==> src/rtl/tri_setup_seq_pkg.sv <==
// Shared definitions for the triangle-setup sequencer and its helpers.
package tri_setup_pkg;

  // Default coordinate width per axis and the exact difference width.
  localparam int COORD_W_DEFAULT = 11;
  localparam int DIFF_W_DEFAULT  = COORD_W_DEFAULT + 1;

  // Sequencer states.
  typedef enum logic [1:0] {
    ST_IDLE = 2'd0,
    ST_MIN  = 2'd1,
    ST_SUB  = 2'd2,
    ST_DONE = 2'd3
  } state_t;

  // Shared-subtractor operation indices; bit 0 selects the axis (0=x, 1=y).
  localparam logic [3:0] OP_P1P2_X  = 4'd0;
  localparam logic [3:0] OP_P1P2_Y  = 4'd1;
  localparam logic [3:0] OP_P2P3_X  = 4'd2;
  localparam logic [3:0] OP_P2P3_Y  = 4'd3;
  localparam logic [3:0] OP_P3P1_X  = 4'd4;
  localparam logic [3:0] OP_P3P1_Y  = 4'd5;
  localparam logic [3:0] OP_P1MIN_X = 4'd6;
  localparam logic [3:0] OP_P1MIN_Y = 4'd7;
  localparam logic [3:0] OP_P2MIN_X = 4'd8;
  localparam logic [3:0] OP_P2MIN_Y = 4'd9;
  localparam logic [3:0] OP_P3MIN_X = 4'd10;
  localparam logic [3:0] OP_P3MIN_Y = 4'd11;
  localparam int         NUM_OPS    = 12;

  // Minimum-vertex codes.
  localparam logic [1:0] MINP_P1 = 2'd0;
  localparam logic [1:0] MINP_P2 = 2'd1;
  localparam logic [1:0] MINP_P3 = 2'd2;

endpackage

==> src/rtl/tri_setup_seq_if.sv <==
// Triangle-in / setup-bundle-out handshake bundle for the sequencer.
interface tri_setup_seq_if #(
  parameter int COORD_W = tri_setup_pkg::COORD_W_DEFAULT,
  parameter int DIFF_W  = COORD_W + 1
) ();
  logic                  in_valid;
  logic                  in_ready;
  logic [2*COORD_W-1:0]  p1;
  logic [2*COORD_W-1:0]  p2;
  logic [2*COORD_W-1:0]  p3;
  logic                  out_valid;
  logic                  out_ready;
  logic [1:0]            minp;
  logic [2*DIFF_W-1:0]   diff_p1p2;
  logic [2*DIFF_W-1:0]   diff_p2p3;
  logic [2*DIFF_W-1:0]   diff_p3p1;
  logic [2*DIFF_W-1:0]   diff_p1min;
  logic [2*DIFF_W-1:0]   diff_p2min;
  logic [2*DIFF_W-1:0]   diff_p3min;
  logic                  busy;

  // Producer of triangles and consumer of bundles.
  modport master (
    output in_valid, p1, p2, p3, out_ready,
    input  in_ready, out_valid, minp, busy,
    input  diff_p1p2, diff_p2p3, diff_p3p1,
    input  diff_p1min, diff_p2min, diff_p3min
  );

  // The sequencer itself.
  modport slave (
    input  in_valid, p1, p2, p3, out_ready,
    output in_ready, out_valid, minp, busy,
    output diff_p1p2, diff_p2p3, diff_p3p1,
    output diff_p1min, diff_p2min, diff_p3min
  );
endinterface

==> src/rtl/tri_setup_seq_vtx_min_select.sv <==
// Combinational minimum-vertex selector: smallest y, then smallest x,
// then lowest index. Shared with the clipping stage.
module vtx_min_select
  import tri_setup_pkg::*;
#(
  parameter int COORD_W = COORD_W_DEFAULT
) (
  input  logic [2*COORD_W-1:0] i_p1,
  input  logic [2*COORD_W-1:0] i_p2,
  input  logic [2*COORD_W-1:0] i_p3,
  output logic [1:0]           o_minp
);

  // Strict ordering: a comes before b. Strictness keeps the lower index on a full tie.
  function automatic logic below(input logic [2*COORD_W-1:0] a,
                                 input logic [2*COORD_W-1:0] b);
    logic signed [COORD_W-1:0] ax, ay, bx, by;
    ax = a[2*COORD_W-1:COORD_W];
    ay = a[COORD_W-1:0];
    bx = b[2*COORD_W-1:COORD_W];
    by = b[COORD_W-1:0];
    return (ay < by) || ((ay == by) && (ax < bx));
  endfunction

  logic [2*COORD_W-1:0] w_best;

  // Running minimum across the three vertices in index order.
  always_comb begin
    w_best = i_p1;
    o_minp = MINP_P1;
    if (below(i_p2, w_best)) begin
      w_best = i_p2;
      o_minp = MINP_P2;
    end
    if (below(i_p3, w_best)) begin
      w_best = i_p3;
      o_minp = MINP_P3;
    end
  end

endmodule

==> src/rtl/tri_setup_seq.sv <==
// Triangle-setup sequencer: latches a triangle, picks its minimum vertex,
// then runs twelve subtractions through one shared subtractor and hands the
// whole result bundle to the edge-function stage.
module tri_setup_seq
  import tri_setup_pkg::*;
#(
  parameter int COORD_W = COORD_W_DEFAULT,
  parameter int DIFF_W  = COORD_W + 1
) (
  input logic            clk,
  input logic            rst_n,
  tri_setup_seq_if.slave bus
);

  state_t                    r_state;
  state_t                    w_state_nxt;
  logic                      w_in_ready;
  logic                      w_busy;

  logic [2*COORD_W-1:0]      r_p1, r_p2, r_p3;
  logic [1:0]                r_minp;
  logic [1:0]                w_minp;
  logic [3:0]                r_op;
  logic                      r_out_valid;
  logic signed [DIFF_W-1:0]  r_res [NUM_OPS];

  logic [2*COORD_W-1:0]      w_pmin;
  logic [2*COORD_W-1:0]      w_va, w_vb;
  logic signed [COORD_W-1:0] w_opa, w_opb;
  logic signed [DIFF_W-1:0]  w_ext_a, w_ext_b, w_sub;

  function automatic logic signed [COORD_W-1:0] vx(input logic [2*COORD_W-1:0] v);
    return v[2*COORD_W-1:COORD_W];
  endfunction

  function automatic logic signed [COORD_W-1:0] vy(input logic [2*COORD_W-1:0] v);
    return v[COORD_W-1:0];
  endfunction

  vtx_min_select #(.COORD_W(COORD_W)) u_min_sel (
    .i_p1   (r_p1),
    .i_p2   (r_p2),
    .i_p3   (r_p3),
    .o_minp (w_minp)
  );

  // State register.
  always_ff @(posedge clk or negedge rst_n) begin
    if (!rst_n) r_state <= ST_IDLE;
    else        r_state <= w_state_nxt;
  end

  // Next-state: one accept, one min cycle, twelve ops, then hold until taken.
  always_comb begin
    w_state_nxt = r_state;
    case (r_state)
      ST_IDLE: if (bus.in_valid)                 w_state_nxt = ST_MIN;
      ST_MIN:                                    w_state_nxt = ST_SUB;
      ST_SUB:  if (r_op == OP_P3MIN_Y)           w_state_nxt = ST_DONE;
      ST_DONE: if (r_out_valid && bus.out_ready) w_state_nxt = ST_IDLE;
      default:                                   w_state_nxt = ST_IDLE;
    endcase
  end

  // State-decoded handshake outputs.
  always_comb begin
    w_in_ready = (r_state == ST_IDLE);
    w_busy     = (r_state != ST_IDLE);
  end

  // Vertex latch on the accepting edge.
  always_ff @(posedge clk or negedge rst_n) begin
    if (!rst_n) begin
      r_p1 <= '0;
      r_p2 <= '0;
      r_p3 <= '0;
    end else if (r_state == ST_IDLE && bus.in_valid) begin
      r_p1 <= bus.p1;
      r_p2 <= bus.p2;
      r_p3 <= bus.p3;
    end
  end

  // Minimum vertex is captured at the end of the MIN cycle and held for the min ops.
  always_ff @(posedge clk or negedge rst_n) begin
    if (!rst_n)                 r_minp <= MINP_P1;
    else if (r_state == ST_MIN) r_minp <= w_minp;
  end

  // Op counter: cleared entering SUB, advances once per SUB cycle.
  always_ff @(posedge clk or negedge rst_n) begin
    if (!rst_n)                 r_op <= '0;
    else if (r_state == ST_MIN) r_op <= '0;
    else if (r_state == ST_SUB) r_op <= r_op + 4'd1;
  end

  // Operand mux: op[3:1] picks the vertex pair, op[0] picks the axis.
  always_comb begin
    w_pmin = r_p1;
    w_va   = r_p1;
    w_vb   = r_p2;
    case (r_minp)
      MINP_P2: w_pmin = r_p2;
      MINP_P3: w_pmin = r_p3;
      default: w_pmin = r_p1;
    endcase
    case (r_op[3:1])
      3'd0:    begin w_va = r_p1; w_vb = r_p2;   end
      3'd1:    begin w_va = r_p2; w_vb = r_p3;   end
      3'd2:    begin w_va = r_p3; w_vb = r_p1;   end
      3'd3:    begin w_va = r_p1; w_vb = w_pmin; end
      3'd4:    begin w_va = r_p2; w_vb = w_pmin; end
      3'd5:    begin w_va = r_p3; w_vb = w_pmin; end
      default: begin w_va = r_p1; w_vb = r_p2;   end
    endcase
    w_opa = r_op[0] ? vy(w_va) : vx(w_va);
    w_opb = r_op[0] ? vy(w_vb) : vx(w_vb);
  end

  // One extra bit after sign extension makes every difference exact.
  assign w_ext_a = {{(DIFF_W-COORD_W){w_opa[COORD_W-1]}}, w_opa};
  assign w_ext_b = {{(DIFF_W-COORD_W){w_opb[COORD_W-1]}}, w_opb};
  assign w_sub   = w_ext_a - w_ext_b;

  // Result file: each op's difference is written at the end of its cycle.
  always_ff @(posedge clk or negedge rst_n) begin
    if (!rst_n) begin
      for (int i = 0; i < NUM_OPS; i++) r_res[i] <= '0;
    end else if (r_state == ST_SUB) begin
      r_res[r_op] <= w_sub;
    end
  end

  // Output valid is registered from DONE and dropped on the handshake edge.
  always_ff @(posedge clk or negedge rst_n) begin
    if (!rst_n) r_out_valid <= 1'b0;
    else        r_out_valid <= (r_state == ST_DONE) && !(r_out_valid && bus.out_ready);
  end

  assign bus.in_ready   = w_in_ready;
  assign bus.busy       = w_busy;
  assign bus.out_valid  = r_out_valid;
  assign bus.minp       = r_minp;
  assign bus.diff_p1p2  = {r_res[OP_P1P2_X],  r_res[OP_P1P2_Y]};
  assign bus.diff_p2p3  = {r_res[OP_P2P3_X],  r_res[OP_P2P3_Y]};
  assign bus.diff_p3p1  = {r_res[OP_P3P1_X],  r_res[OP_P3P1_Y]};
  assign bus.diff_p1min = {r_res[OP_P1MIN_X], r_res[OP_P1MIN_Y]};
  assign bus.diff_p2min = {r_res[OP_P2MIN_X], r_res[OP_P2MIN_Y]};
  assign bus.diff_p3min = {r_res[OP_P3MIN_X], r_res[OP_P3MIN_Y]};

endmodule

==> src/flat_wrapper.sv <==
// flat-port wrapper written by rule: the top's interface ports become plain ports
module tri_setup_seq_flat import tri_setup_pkg::*;
#(
  parameter int COORD_W = COORD_W_DEFAULT,
  parameter int DIFF_W  = COORD_W + 1
)
  (clk, rst_n, bus_in_valid, bus_p1, bus_p2, bus_p3, bus_out_ready, bus_in_ready, bus_out_valid, bus_minp, bus_busy, bus_diff_p1p2, bus_diff_p2p3, bus_diff_p3p1, bus_diff_p1min, bus_diff_p2min, bus_diff_p3min);
  tri_setup_seq_if #(.COORD_W(COORD_W), .DIFF_W(DIFF_W)) bus_i ();
  input logic clk;
  input logic rst_n;
  input wire logic [$bits(bus_i.in_valid)-1:0] bus_in_valid;
  input wire logic [$bits(bus_i.p1)-1:0] bus_p1;
  input wire logic [$bits(bus_i.p2)-1:0] bus_p2;
  input wire logic [$bits(bus_i.p3)-1:0] bus_p3;
  input wire logic [$bits(bus_i.out_ready)-1:0] bus_out_ready;
  output wire logic [$bits(bus_i.in_ready)-1:0] bus_in_ready;
  output wire logic [$bits(bus_i.out_valid)-1:0] bus_out_valid;
  output wire logic [$bits(bus_i.minp)-1:0] bus_minp;
  output wire logic [$bits(bus_i.busy)-1:0] bus_busy;
  output wire logic [$bits(bus_i.diff_p1p2)-1:0] bus_diff_p1p2;
  output wire logic [$bits(bus_i.diff_p2p3)-1:0] bus_diff_p2p3;
  output wire logic [$bits(bus_i.diff_p3p1)-1:0] bus_diff_p3p1;
  output wire logic [$bits(bus_i.diff_p1min)-1:0] bus_diff_p1min;
  output wire logic [$bits(bus_i.diff_p2min)-1:0] bus_diff_p2min;
  output wire logic [$bits(bus_i.diff_p3min)-1:0] bus_diff_p3min;
  assign bus_i.in_valid = bus_in_valid;
  assign bus_i.p1 = bus_p1;
  assign bus_i.p2 = bus_p2;
  assign bus_i.p3 = bus_p3;
  assign bus_i.out_ready = bus_out_ready;
  assign bus_in_ready = bus_i.in_ready;
  assign bus_out_valid = bus_i.out_valid;
  assign bus_minp = bus_i.minp;
  assign bus_busy = bus_i.busy;
  assign bus_diff_p1p2 = bus_i.diff_p1p2;
  assign bus_diff_p2p3 = bus_i.diff_p2p3;
  assign bus_diff_p3p1 = bus_i.diff_p3p1;
  assign bus_diff_p1min = bus_i.diff_p1min;
  assign bus_diff_p2min = bus_i.diff_p2min;
  assign bus_diff_p3min = bus_i.diff_p3min;
  tri_setup_seq #(.COORD_W(COORD_W), .DIFF_W(DIFF_W)) u_core (.clk(clk), .rst_n(rst_n), .bus(bus_i));
endmodule
==> config.mk <==
export PLATFORM = sky130hd
export DESIGN_NAME = tri_setup_seq_flat
export DESIGN_NICKNAME = d
export VERILOG_FILES = /design/src/rtl/tri_setup_seq_pkg.sv /design/src/rtl/tri_setup_seq_if.sv /design/src/rtl/tri_setup_seq_vtx_min_select.sv /design/src/rtl/tri_setup_seq.sv /design/src/flat_wrapper.sv
export SDC_FILE = /design/constraint.sdc
export NUM_CORES = 1
export LEC_CHECK = 0
export BUFFER_PORTS_ARGS = -buffer_cell sky130_fd_sc_hd__buf_2
export CORE_MARGIN = 2
export CORE_UTILIZATION = 50
export CTS_CLUSTER_DIAMETER = 200
export DETAILED_ROUTE_END_ITERATION = 10
export PLACE_DENSITY = 0.75
export RECOVER_POWER = 50
export SETUP_SLACK_MARGIN = 0.15
export SLEW_MARGIN = 20
export SYNTH_ARGS = -nofsm -noshare
export SYNTH_HDL_FRONTEND = slang
export SYNTH_SLANG_ARGS = --single-unit
==> constraint.sdc <==
create_clock -name clk -period 4.35 [get_ports clk]
set_clock_uncertainty 0.05 [all_clocks]
set_input_delay 0.6525 -clock clk [delete_from_list [all_inputs] [get_ports clk]]
set_output_delay 0.6525 -clock clk [all_outputs]
set_load 0.1 [all_outputs]
==> impl_metrics.tcl <==
set metrics [dict create \
    synth_enable_flop_cells 0 \
    gr-usage-all-layers 0.282 \
    die_h_um 154 \
    cp.buffers_inverters 3 \
    total_number_of_placement_rows 54 \
    synth.yosys.warnings 0 \
    critical_path.top_delay_family "simple AND/OR/NAND/NOR gates" \
    layout.filler_cells 1798 \
    vias_per_cell 5.89 \
    drt-initial-drc-count 805 \
    drt-met1-wl_um 13800 \
    multi_input_area_sq_um 5510 \
    dr_total_vias 9999 \
    asyncSetResetFlopFracSynth 1.00 \
    post_synth_main_area_contributors "dfrtp_1 (49%), o21ai_0 (7.7%), ha_1 (7.0%)" \
    worst_slew_margin_rel -0.702 \
    crit_path_start_kind "flop" \
    cts_root_buf "clkbuf_16" \
    syn-num-nets 1263 \
    cts.path.max_buffers 3 \
    yosys_register_bits 219 \
    setup_viol 0 \
    drc_errors 0 \
    clock_sink_count 219 \
    critPathRequiredTime_ns 4.77 \
    synth_area_per_cell_sq_um 9.95 \
    floorplan.die.width_um 154 \
    grt_antenna_before_repair 0 \
    cts_tree "yes" \
    timing.critical_path.to_type "flop" \
    detailedPlacementHpwl_um 23900 \
    slew_violations 167 \
    cts.hold.buffers_added 0 \
    critical_path.slowest_cell "or4b_4" \
    drt-pass1-iter-count 7 \
    area_enclosed_by_the_die_boundary_sq_um 23700 \
    layout_min_cycle_time_ns 4.29 \
    routed_wirelength_um 33700 \
    finalWeightedCongestion 0.944 \
    tritoncts.num_buffers 23 \
    syn-instance-count 1129 \
    design.core.area_sq_um 22000 \
    cp_data_arrival_time_ns 4.72 \
    avgRoutedWirePerCell_um 19.9 \
    rr_startpoint "u_core.r_p1[17]" \
    fmax_mhz 233 \
    grt_pass1_vias 9705 \
    failing_checks "capacitance limit, slew limit" \
    route.top_layer_used "met4" \
    place.port_buffers 218 \
    antenna-diode-count 0 \
    fin_nets 1534 \
    grt_start_max_net_pins 102 \
    yosysUniqueCellTypes 51 \
    synth.yosys.seq_area_share 0.488 \
    worst_setup_hold_path_clk_slew_ns 0.06 \
    max_slew.worst_pin.slew_ns 2.55 \
    hold_path_class "in -> reg" \
    final.hold.worst_slack_ns 0.299 \
    final_util 0.646 \
    drive_gt1_frac 0.297 \
    syn_to_final_growth_pct 26.2 \
    met2WireLength_um 16200 \
    critPathLaunch "u_core.r_p1[17]" \
    sequential_area_sq_um 5480 \
    maxCapViolCount 2 \
    grt_residual_overflow 0 \
    worst_hold_startpoint "bus_p3[2]" \
    cell_chain_critical_path "inv_1 -> ha_4 -> a21oi_1 -> nand2_1 -> a21o_1 -> or3_4 -> a2111oi_4 -> or2_4 -> buf_8 -> mux2i_1 -> ha_1 -> a21oi_2 -> nor2_2 -> o311ai_2 -> nand3_1 -> nor2_2 -> buf_4 -> or4b_4 -> nand3_2" \
    critical_path.max_stage_delay_ns 0.45 \
    dominantRegCellSynth "dfrtp_1" \
    top_level_ports 219 \
    worstPathMaxFanout 6 \
    timing.setup.critical_path_class "reg -> reg" \
    wl_met3_um 2300 \
    finish.instance_area_sq_um 14200 \
    grt_setup_unrepaired "yes" \
    htree_levels 1 \
    yosys.area.top_type "dfrtp_1" \
    synth_top_cell_area_share 0.488 \
    insertion_delay_ns 0.53 \
    mappedNetlistArea_sq_um 11200 \
    place_area_sq_um 13100 \
    placed_cells_incl_taps 1644 \
    final_cell_count_no_fill 1697 \
    critical_path.most_common_cell "nor2_2" \
    outcome "complete, but fails checks" \
    final_hold_viol_count 0 \
    post-route-period-util 0.987 \
    initial_core_util 0.512 \
    grt_pass1_wl_um 53500 \
    antenna_violating_nets_remaining 0 \
]
-- final cells by class --
class / count / area share
timing repair buffer: 324 / 0.130
sequential: 219 / 0.387
tap: 280 / 0.0247
inverter: 36 / 0.00953
multi-input combinational: 796 / 0.388
clock buffer: 31 / 0.0469
clock inverter: 11 / 0.0141
-- repair_timing --
item	CTS	global route
resized for setup	13	29
pin swaps	16	18
buffers inserted	7	4
hold endpoints to repair	0	0
setup endpoints to repair	5	32
-- metal layers --
metal,track usage,vias to the layer above
met5,0,-
met4,0.105,0
met3,0.0454,103
met2,0.480,466
met1,0.365,4820
li1,-,4610
-- cell usage after synthesis (all sizes together) (2+ instances only) --
cell / count
o21bai: 2
nor3: 6
o311ai: 3
a22oi: 34
a2111oi: 3
a22o: 11
clkbuf: 74
nor2b: 7
nor4: 4
a31oi: 19
nand3: 23
xnor2: 3
nand4: 6
a21boi: 2
o21a: 4
xor2: 5
a221oi: 23
a211oi: 10
mux2: 69
nand2: 192
buf: 4
a21oi: 16
nor2: 30
inv: 36
mux2i: 32
a21o: 3
o21ai: 174
dfrtp: 219
o211ai: 23
or3: 3
ha: 63
o211a: 2
nand2b: 9
-- per-stage QoR --
stage | setup TNS (ns) | setup WS, ns
floorplan | 0 | 0.180
global placement | -0.0785 | -0.0623
detailed placement | -0.230 | -0.153
CTS | 0 | 0.154
global route | -0.329 | -0.180
finish | 0 | 0.0585
-- registers in the layout (all words and copies together) (netlist names) --
register	cells
u_core.r_p2	22
u_core.bus.diff_p3p1	24
u_core.bus.minp	2
u_core.r_p3	22
u_core.bus.out_valid	1
u_core.r_state	2
u_core.bus.diff_p3min	24
u_core.r_p1	22
u_core.bus.diff_p2min	24
u_core.bus.diff_p2p3	24
u_core.bus.diff_p1p2	24
u_core.bus.diff_p1min	24
u_core.r_op	4
-- final timing paths --
path	end	slack [ns]	cells past startpoint
max	u_core.bus.minp[1]	0.06	19
min	u_core.r_p3[2]	0.30	2
max reg2reg	u_core.bus.minp[1]	0.06	19
min reg2reg	u_core.bus.diff_p1min[6]	0.42	2
max in group asynchronous	u_core.r_p1[6]	0.75	2
min in group asynchronous	u_core.bus.diff_p2min[10]	0.87	1
-- cells in the final DEF, fill, tap and decap left out, types with 4 or more instances in the layout --
cell,netlist,layout
buf_4,0,99
dfrtp_1,219,217
o211ai_1,23,23
nor2_1,30,27
mux2i_1,32,32
a211oi_1,10,10
clkbuf_8,0,6
nor3_1,6,4
a21oi_1,16,13
xor2_1,5,5
ha_4,0,5
buf_2,1,171
clkbuf_1,74,49
mux2_2,69,68
nor2b_1,7,7
bufinv_16,0,5
o21ai_0,174,173
inv_1,36,34
nand2_1,192,191
a31oi_1,19,19
a22o_1,11,11
a22oi_1,34,34
nand3_1,23,22
nand2b_1,9,9
o21a_1,4,4
clkbuf_16,0,23
a221oi_1,23,22
ha_1,63,57
nand4_1,6,6
-- cells by family after synthesis --
family / count (synthesis) / synth area share
AOI/OAI and AO/OA: 337 / 0.188
and+or+nand+nor: 286 / 0.107
DFF: 219 / 0.488
buffers and inverters: 114 / 0.0418
muxes: 101 / 0.0977
adders and majority gates: 64 / 0.0719
xor gates and xnor gates: 8 / 0.00624
Power is not shown: default switching activity piles up to over one toggle a cycle in this logic, so the estimate is an artifact.
